--- src/rtl/project_mux_pkg.sv ---
// Shared definitions for the project multiplexer: register offsets, STATUS bit
// positions, the sequencing FSM encoding and a byte-lane write helper.
package project_mux_pkg;

   localparam logic [7:0] OFF_SELECT   = 8'h00;
   localparam logic [7:0] OFF_STATUS   = 8'h04;
   localparam logic [7:0] OFF_OEB_LO   = 8'h08;
   localparam logic [7:0] OFF_OEB_HI   = 8'h0C;
   localparam logic [7:0] OFF_SOFT_RST = 8'h10;
   localparam logic [7:0] OFF_CLR      = 8'h14;

   localparam int ST_BUSY_BIT = 8;
   localparam int ST_BAD_BIT  = 9;
   localparam int ST_DROP_BIT = 10;

   typedef enum logic [1:0] {
      S_IDLE  = 2'd0,
      S_GUARD = 2'd1,
      S_RESET = 2'd2
   } mux_state_e;

   // Replace only the byte lanes whose select bit is set.
   function automatic logic [31:0] apply_sel(input logic [31:0] old_v,
                                             input logic [31:0] new_v,
                                             input logic [3:0]  sel);
      logic [31:0] res;
      res = old_v;
      for (int b = 0; b < 4; b++) begin
         if (sel[b]) res[b*8 +: 8] = new_v[b*8 +: 8];
      end
      return res;
   endfunction

endpackage

--- src/rtl/project_io_crossbar.sv ---
// Combinational pad crossbar: steers user pads to/from the active project and
// keeps every other project's inputs tied low.
module project_io_crossbar #(
   parameter int NUM_PROJECTS = 8,
   parameter int IO_PADS      = 36
) (
   input  logic [7:0]                      active,
   input  logic                            route_in,
   input  logic                            connect,
   input  logic [IO_PADS-1:0]              io_in,
   input  logic [IO_PADS-1:0]              oeb_force,
   input  logic [NUM_PROJECTS*IO_PADS-1:0] proj_io_out,
   input  logic [NUM_PROJECTS*IO_PADS-1:0] proj_io_oeb,
   output logic [IO_PADS-1:0]              io_out,
   output logic [IO_PADS-1:0]              io_oeb,
   output logic [NUM_PROJECTS*IO_PADS-1:0] proj_io_in
);

   // NOTE: every output gets a default before any conditional assignment, so
   // no path leaves a signal unassigned and no latch is inferred.
   always_comb begin
      io_out     = '0;
      io_oeb     = '1;
      proj_io_in = '0;
      for (int p = 0; p < NUM_PROJECTS; p++) begin
         if (active == 8'(p)) begin
            if (route_in) proj_io_in[p*IO_PADS +: IO_PADS] = io_in;
            if (connect) begin
               io_out = proj_io_out[p*IO_PADS +: IO_PADS];
               io_oeb = proj_io_oeb[p*IO_PADS +: IO_PADS] | oeb_force;
            end
         end
      end
   end

endmodule

--- src/rtl/project_mux_ctrl.sv ---
// Wishbone-controlled project multiplexer: register file, guard/reset
// sequencing FSM and per-project reset generation around the pad crossbar.
module project_mux_ctrl
   import project_mux_pkg::*;
#(
   parameter int          NUM_PROJECTS = 8,
   parameter int          IO_PADS      = 36,
   parameter logic [31:0] BASE_ADDR    = 32'h3000_0000,
   parameter int          GUARD_CYCLES = 4,
   parameter int          RST_CYCLES   = 8
) (
   input  logic                            wb_clk_i,
   input  logic                            wb_rst_n,
   input  logic                            wbs_stb_i,
   input  logic                            wbs_cyc_i,
   input  logic                            wbs_we_i,
   input  logic [3:0]                      wbs_sel_i,
   input  logic [31:0]                     wbs_dat_i,
   input  logic [31:0]                     wbs_adr_i,
   output logic                            wbs_ack_o,
   output logic [31:0]                     wbs_dat_o,
   input  logic [IO_PADS-1:0]              io_in,
   output logic [IO_PADS-1:0]              io_out,
   output logic [IO_PADS-1:0]              io_oeb,
   output logic [NUM_PROJECTS*IO_PADS-1:0] proj_io_in,
   input  logic [NUM_PROJECTS*IO_PADS-1:0] proj_io_out,
   input  logic [NUM_PROJECTS*IO_PADS-1:0] proj_io_oeb,
   output logic [NUM_PROJECTS-1:0]         proj_rst_n
);

   localparam int HI_W    = IO_PADS - 32;
   localparam int MAX_CYC = (GUARD_CYCLES > RST_CYCLES) ? GUARD_CYCLES : RST_CYCLES;
   localparam int CNT_W   = $clog2(MAX_CYC + 1);

   mux_state_e       state_q, state_d;
   logic [CNT_W-1:0] cnt_q, cnt_d;
   logic [7:0]       active_q, select_q;
   logic [31:0]      oeb_lo_q;
   logic [HI_W-1:0]  oeb_hi_q;
   logic             bad_sel_q, drop_sel_q;

   logic             wb_valid, rd_req, wr_req;
   logic [7:0]       reg_off;
   logic             sel_wr, soft_wr, clr_wr, sel_ok, busy;
   logic             accept_sel, accept_soft;
   logic [31:0]      rdata, lo_next;
   logic [HI_W-1:0]  hi_next;
   logic             route_in, connect;

   // A request is serviced only on its first cycle; the ack itself blocks a re-issue.
   assign wb_valid = wbs_cyc_i & wbs_stb_i & (wbs_adr_i[31:8] == BASE_ADDR[31:8]);
   assign rd_req   = wb_valid & ~wbs_ack_o & ~wbs_we_i;
   assign wr_req   = wb_valid & ~wbs_ack_o & wbs_we_i;
   assign reg_off  = wbs_adr_i[7:0];

   assign sel_wr  = wr_req & (reg_off == OFF_SELECT)   & wbs_sel_i[0];
   assign soft_wr = wr_req & (reg_off == OFF_SOFT_RST) & wbs_sel_i[0];
   assign clr_wr  = wr_req & (reg_off == OFF_CLR)      & wbs_sel_i[0] & wbs_dat_i[0];
   assign sel_ok  = ({1'b0, wbs_dat_i[7:0]} < 9'(NUM_PROJECTS));
   assign busy    = (state_q != S_IDLE);

   assign accept_sel  = sel_wr & ~busy & sel_ok;
   assign accept_soft = soft_wr & ~busy;

   assign lo_next = apply_sel(oeb_lo_q, wbs_dat_i, wbs_sel_i);
   assign hi_next = HI_W'(apply_sel(32'(oeb_hi_q), wbs_dat_i, wbs_sel_i));

   always_comb begin
      rdata = '0;
      case (reg_off)
         OFF_SELECT: rdata = {24'd0, select_q};
         OFF_STATUS: begin
            rdata[7:0]         = active_q;
            rdata[ST_BUSY_BIT] = busy;
            rdata[ST_BAD_BIT]  = bad_sel_q;
            rdata[ST_DROP_BIT] = drop_sel_q;
         end
         OFF_OEB_LO: rdata = oeb_lo_q;
         OFF_OEB_HI: rdata = 32'(oeb_hi_q);
         default:    rdata = '0;
      endcase
   end

   // NOTE: sequential state is assigned with <= so every register samples the
   // pre-edge values regardless of statement order.
   always_ff @(posedge wb_clk_i or negedge wb_rst_n) begin
      if (!wb_rst_n) begin
         wbs_ack_o  <= 1'b0;
         wbs_dat_o  <= '0;
         active_q   <= '0;
         select_q   <= '0;
         oeb_lo_q   <= '0;
         oeb_hi_q   <= '0;
         bad_sel_q  <= 1'b0;
         drop_sel_q <= 1'b0;
      end else begin
         wbs_ack_o <= wb_valid & ~wbs_ack_o;
         wbs_dat_o <= rd_req ? rdata : '0;
         if (sel_wr)     select_q <= wbs_dat_i[7:0];
         if (accept_sel) active_q <= wbs_dat_i[7:0];
         if (wr_req && reg_off == OFF_OEB_LO) oeb_lo_q <= lo_next;
         if (wr_req && reg_off == OFF_OEB_HI) oeb_hi_q <= hi_next;
         if (sel_wr && !busy && !sel_ok) bad_sel_q <= 1'b1;
         else if (clr_wr)                bad_sel_q <= 1'b0;
         if ((sel_wr || soft_wr) && busy) drop_sel_q <= 1'b1;
         else if (clr_wr)                 drop_sel_q <= 1'b0;
      end
   end

   // Reset lands in RESET so project 0 gets a clean reset pulse after release.
   always_ff @(posedge wb_clk_i or negedge wb_rst_n) begin
      if (!wb_rst_n) begin
         state_q <= S_RESET;
         cnt_q   <= '0;
      end else begin
         state_q <= state_d;
         cnt_q   <= cnt_d;
      end
   end

   always_comb begin
      state_d = state_q;
      cnt_d   = cnt_q;
      case (state_q)
         S_IDLE: begin
            if (accept_sel) begin
               state_d = S_GUARD;
               cnt_d   = '0;
            end else if (accept_soft) begin
               state_d = S_RESET;
               cnt_d   = '0;
            end
         end
         S_GUARD: begin
            if (cnt_q == CNT_W'(GUARD_CYCLES - 1)) begin
               state_d = S_RESET;
               cnt_d   = '0;
            end else begin
               cnt_d = cnt_q + CNT_W'(1);
            end
         end
         S_RESET: begin
            if (cnt_q == CNT_W'(RST_CYCLES - 1)) begin
               state_d = S_IDLE;
               cnt_d   = '0;
            end else begin
               cnt_d = cnt_q + CNT_W'(1);
            end
         end
         default: begin
            state_d = S_RESET;
            cnt_d   = '0;
         end
      endcase
   end

   // Gating with reset isolates everything combinationally while reset is low.
   assign route_in = wb_rst_n & (state_q != S_GUARD);
   assign connect  = wb_rst_n & (state_q == S_IDLE);

   always_comb begin
      proj_rst_n = '0;
      for (int p = 0; p < NUM_PROJECTS; p++) begin
         if (connect && active_q == 8'(p)) proj_rst_n[p] = 1'b1;
      end
   end

   project_io_crossbar #(
      .NUM_PROJECTS (NUM_PROJECTS),
      .IO_PADS      (IO_PADS)
   ) u_crossbar (
      .active      (active_q),
      .route_in    (route_in),
      .connect     (connect),
      .io_in       (io_in),
      .oeb_force   ({oeb_hi_q, oeb_lo_q}),
      .proj_io_out (proj_io_out),
      .proj_io_oeb (proj_io_oeb),
      .io_out      (io_out),
      .io_oeb      (io_oeb),
      .proj_io_in  (proj_io_in)
   );

endmodule
--- config.mk ---
export PLATFORM = sky130hd
export DESIGN_NAME = project_mux_ctrl
export DESIGN_NICKNAME = d
export VERILOG_FILES = /design/src/rtl/project_mux_pkg.sv /design/src/rtl/project_io_crossbar.sv /design/src/rtl/project_mux_ctrl.sv
export SDC_FILE = /design/constraint.sdc
export NUM_CORES = 1
export LEC_CHECK = 0
export ABC_AREA = 1
export BUFFER_PORTS_ARGS = -buffer_cell sky130_fd_sc_hd__buf_2
export CAP_MARGIN = 10
export CORE_AREA = 2 2 424 426
export DETAILED_ROUTE_END_ITERATION = 7
export DIE_AREA = 0 0 426 428
export SLEW_MARGIN = 20
export SYNTH_ARGS = -nofsm -noshare
export SYNTH_HDL_FRONTEND = slang
export SYNTH_SLANG_ARGS = --single-unit
--- constraint.sdc ---
create_clock -name wb_clk_i -period 5.1 [get_ports wb_clk_i]
set_input_delay 0.255 -clock wb_clk_i [delete_from_list [all_inputs] [get_ports wb_clk_i]]
set_output_delay 0.255 -clock wb_clk_i [all_outputs]
set_load 0.02 [all_outputs]
==> key figures <==
Yosys
  • Synth Area in Adders: 0.4211%
  • Ys async rst share: between 90% and 100%
  • Post-synthesis cell count: around 2300
  • Most used DFF post-synth: dfrtp_1
  • Mapped Nets: 2941
  • Syn_area_per_cell: between 5 and 6 µm²
  • Main combinational cell family by area after synthesis: simple AND/OR/NAND/NOR gates
  • #FFs+latches synth: 93
  • Sequential area share after synthesis: 19.59%
  • Simple-gate share of the synthesized area: 54.69%
  • XOR/XNOR Fraction of Synth Area: 0.1474%
  • Synth unique cells: 43
  • Mux contribution to synthesized area: 2.274%
  • Synth Cell Area: 11880 µm²
  • Compound-cell area share of the yosys netlist: 9.865%
  • EDFF count, synth: 0
  • Syn. warnings: 0

Final layout
  • Leading cell type in the layout, fill and taps excluded: buf_2
  • Multi-input combinational cell area: approximately 8000 µm²
  • Area growth from synthesis to layout: 72.28%
  • Final net count: approximately 3900
  • Fillers: 21132
  • Layout cells sized above 1: 37.30%
  • Final core occ: 11.52%
  • Reg area: 2331 µm²
  • Commonest non-fill, non-tap cells in the layout: 1082 x buf_2, 632 x nor2_1, 579 x nand2_1

Setup path
  • CP max-delay cell: nor2_1
  • CP arrival: 4.03 ns
  • Critical path depth in cells: 11
  • WP data required: 4.85 ns
  • Critical Path End: io_out[4]
  • Buffers plus inverters on the worst setup path: 4
  • Critical R2R Launch: wbs_ack_o
  • R2r setup slk: 2.55 ns
  • Top delay family on crit path: simple AND/OR/NAND/NOR gates
  • CP max stage delay: 0.67 ns
  • Crit-path cells: inv_1, ha_1, nand2_2, inv_8, nand4_1, buf_4, nor2_1, nor2_1, nand2_1, nand2_1, buf_2
  • Crit path capture type: primary output
  • Worst-path fanout max: 47
  • Setup crit start: state_q[1]
  • Worst r2r path cells: 10
  • Startpoint types: register
  • Capturing point of the worst reg2reg path: state_q[0]
  • WS Path Type: register to primary output

CTS
  • CTS tree: done
  • Post-CTS Hold Fix Bufs: 0
  • Root Buffer: clkbuf_16
  • H-tree levels: 3
  • # clock sinks: 93
  • CTS clk-pin slew, worst paths: around 0.070 ns
  • Clk Latency, worst-skew pair: just under 0.4 ns
  • Cts repair resizes: 0
  • Num CTS Buffers: 9
  • Post-CTS setup buffer count: 0
  • Maximum clock path buffer count: 2

Drt
  • DR pass1 iterations: 5
  • Drt wl/cell: 25.47 µm
  • Final wirelength: 143500 µm
  • DRC Markers: 0
  • Vias: 19970
  • DRT iter0 DRCs: 1682
  • Post-route antenna net violation count: 0
  • Post-DR vias/cell: roughly 3.5

GRT
  • Met2 usage in global routing: a little over a quarter
  • Overflow after GRT: 0
  • Antenna violations before repair: 143
  • Grt peak-use layer: met2
  • Largest net degree at the start of global routing: between 100 and 150
  • Met3 Usage GRT: 5.176%
  • Met1 Use GR: 16.23%
  • Vias in the first global route: 17788
  • Gr usage total: 14.91%
  • First-pass GRT wire length: 179100 µm

Floorplan
  • Chip height: 428 µm
  • CORE AREA: 177600 µm²
  • Initial cell density of the core: 6.690%
  • Row count: 155
  • Die Span X: 426 µm
  • Ports: 1086
  • Total die area: 182300 µm²

Min path
  • HP Class: primary input to async pin

STA
  • Clock skew: roughly 0.0086 ns
  • Unrepaired setup endpoints after global routing: false
  • Hold Violations, Final: 0
  • Tmin final: between 4 and 5 ns
  • Slew headroom: 30.53%
  • Finish-stage setup viols: 0
  • Max Fclk: between 200 and 250 MHz
  • Final worst-path cycle share: 83.99%
  • Setup TNS: 0 ns
  • Slew Viols, Final: 0
  • Measured slew at the worst slew-check pin: 1.042 ns

Flow run
  • # Max-Cap Violations: 0

Outcome
  • Status: completed

Pwr
  • VDD IR max: ~0.00017 V
  • Static leakage: 0.01091 µW
  • Pwr Density: 93.98 nW/µm²

Place
  • Count of port buffers added during placement: 1085
  • HPWL after DPL: 125200 µm
  • RePlAce Congestion: 0.9666
-- kinds of logic after synthesis --
logic type,after synthesis
simple gates,1555
xor+xnor,2
fa+ha+maj,4
compound gates,187
flops,93
buf+inv,387
mux,24
-- worst register-to-register path: cells and delay by family (launching register included) --
kind	cells	cell delay, ns
flops	1	0.39
simple gates	10	2.05
-- power breakdown --
group / internal [µW] / switching (µW) / total [µW]
logic: 208 / 254 / 462
clock network: 347 / 378 / 726
registers: 737 / 0.0000615 / 737
-- final cells by class --
class,instances,share of cell area [%]
diodes,30,0.3667
clock buffers,9,1.100
clock inverters,7,0.3667
inverters,244,4.535
multi-input cells,1772,39.45
flip-flops and latches,93,11.39
well taps,2355,14.39
repair buffers,1127,28.41
-- synth_stat cells (all sizes together), types with 6 or more instances --
cell       n  area [µm²]
a211oi     6       45.04
a21oi     48       240.2
buf       76       379.1
clkbuf    67       251.5
dfrtp     92        2302
inv      241       904.6
mux2      24       270.3
nand2    588        2227
nand3    182       928.4
nand3b    31       232.7
nand4     43       269.0
nor2     646        2492
nor3      60       310.3
o2111ai   29       254.0
o21ai     62       310.3
o31ai     31       232.7
-- worst min-delay path by stage --
stage,start,to,slack [ns],depth (start not counted)
3_5_place_dp,wb_rst_n,wbs_dat_o[13],0.48,2
4_1_cts,wb_rst_n,wbs_dat_o[13],0.05,2
2_1_floorplan,wb_rst_n,active_q[0],-0.04,0
3_3_place_gp,bad_sel_q,bad_sel_q,0.47,2
5_1_grt,wb_rst_n,wbs_dat_o[13],0.07,2
6_report,wb_rst_n,wbs_dat_o[13],0.05,2
-- state kept, by name (all words and copies together) (netlist names) --
| signal | flops |
|---|---|
| cnt_q | 4 |
| select_q | 8 |
| bad_sel_q | 1 |
| drop_sel_q | 1 |
| wbs_ack_o | 1 |
| wbs_dat_o | 32 |
| oeb_hi_q | 4 |
| state_q | 2 |
| oeb_lo_q | 32 |
| active_q | 8 |
-- metrics by stage --
stage                     cell area [µm²]  total power, µW  hold WS (ns)  cells  worst slack (ns)
after detailed placement            20080             1210        0.4789   5590             1.056
after CTS                           20380             1953       0.05051   5606            0.6046
after global routing                20440             2008       0.07225   5623            0.6011
after floorplan                     11880            841.3      -0.04059   2252             2.662
final                               20470             1924       0.04992   5637            0.8166
after global placement              20080             1209        0.4680   5590             1.040
-- layer usage --
metal | share of wire (%) | routed length [µm]
met3 | 9.4 | 13560
met2 | 51 | 73030
met1 | 36 | 51980
met5 | 0.47 | 671
met4 | 3.0 | 4300
Note: power is estimated with default switching activity, not from simulation.
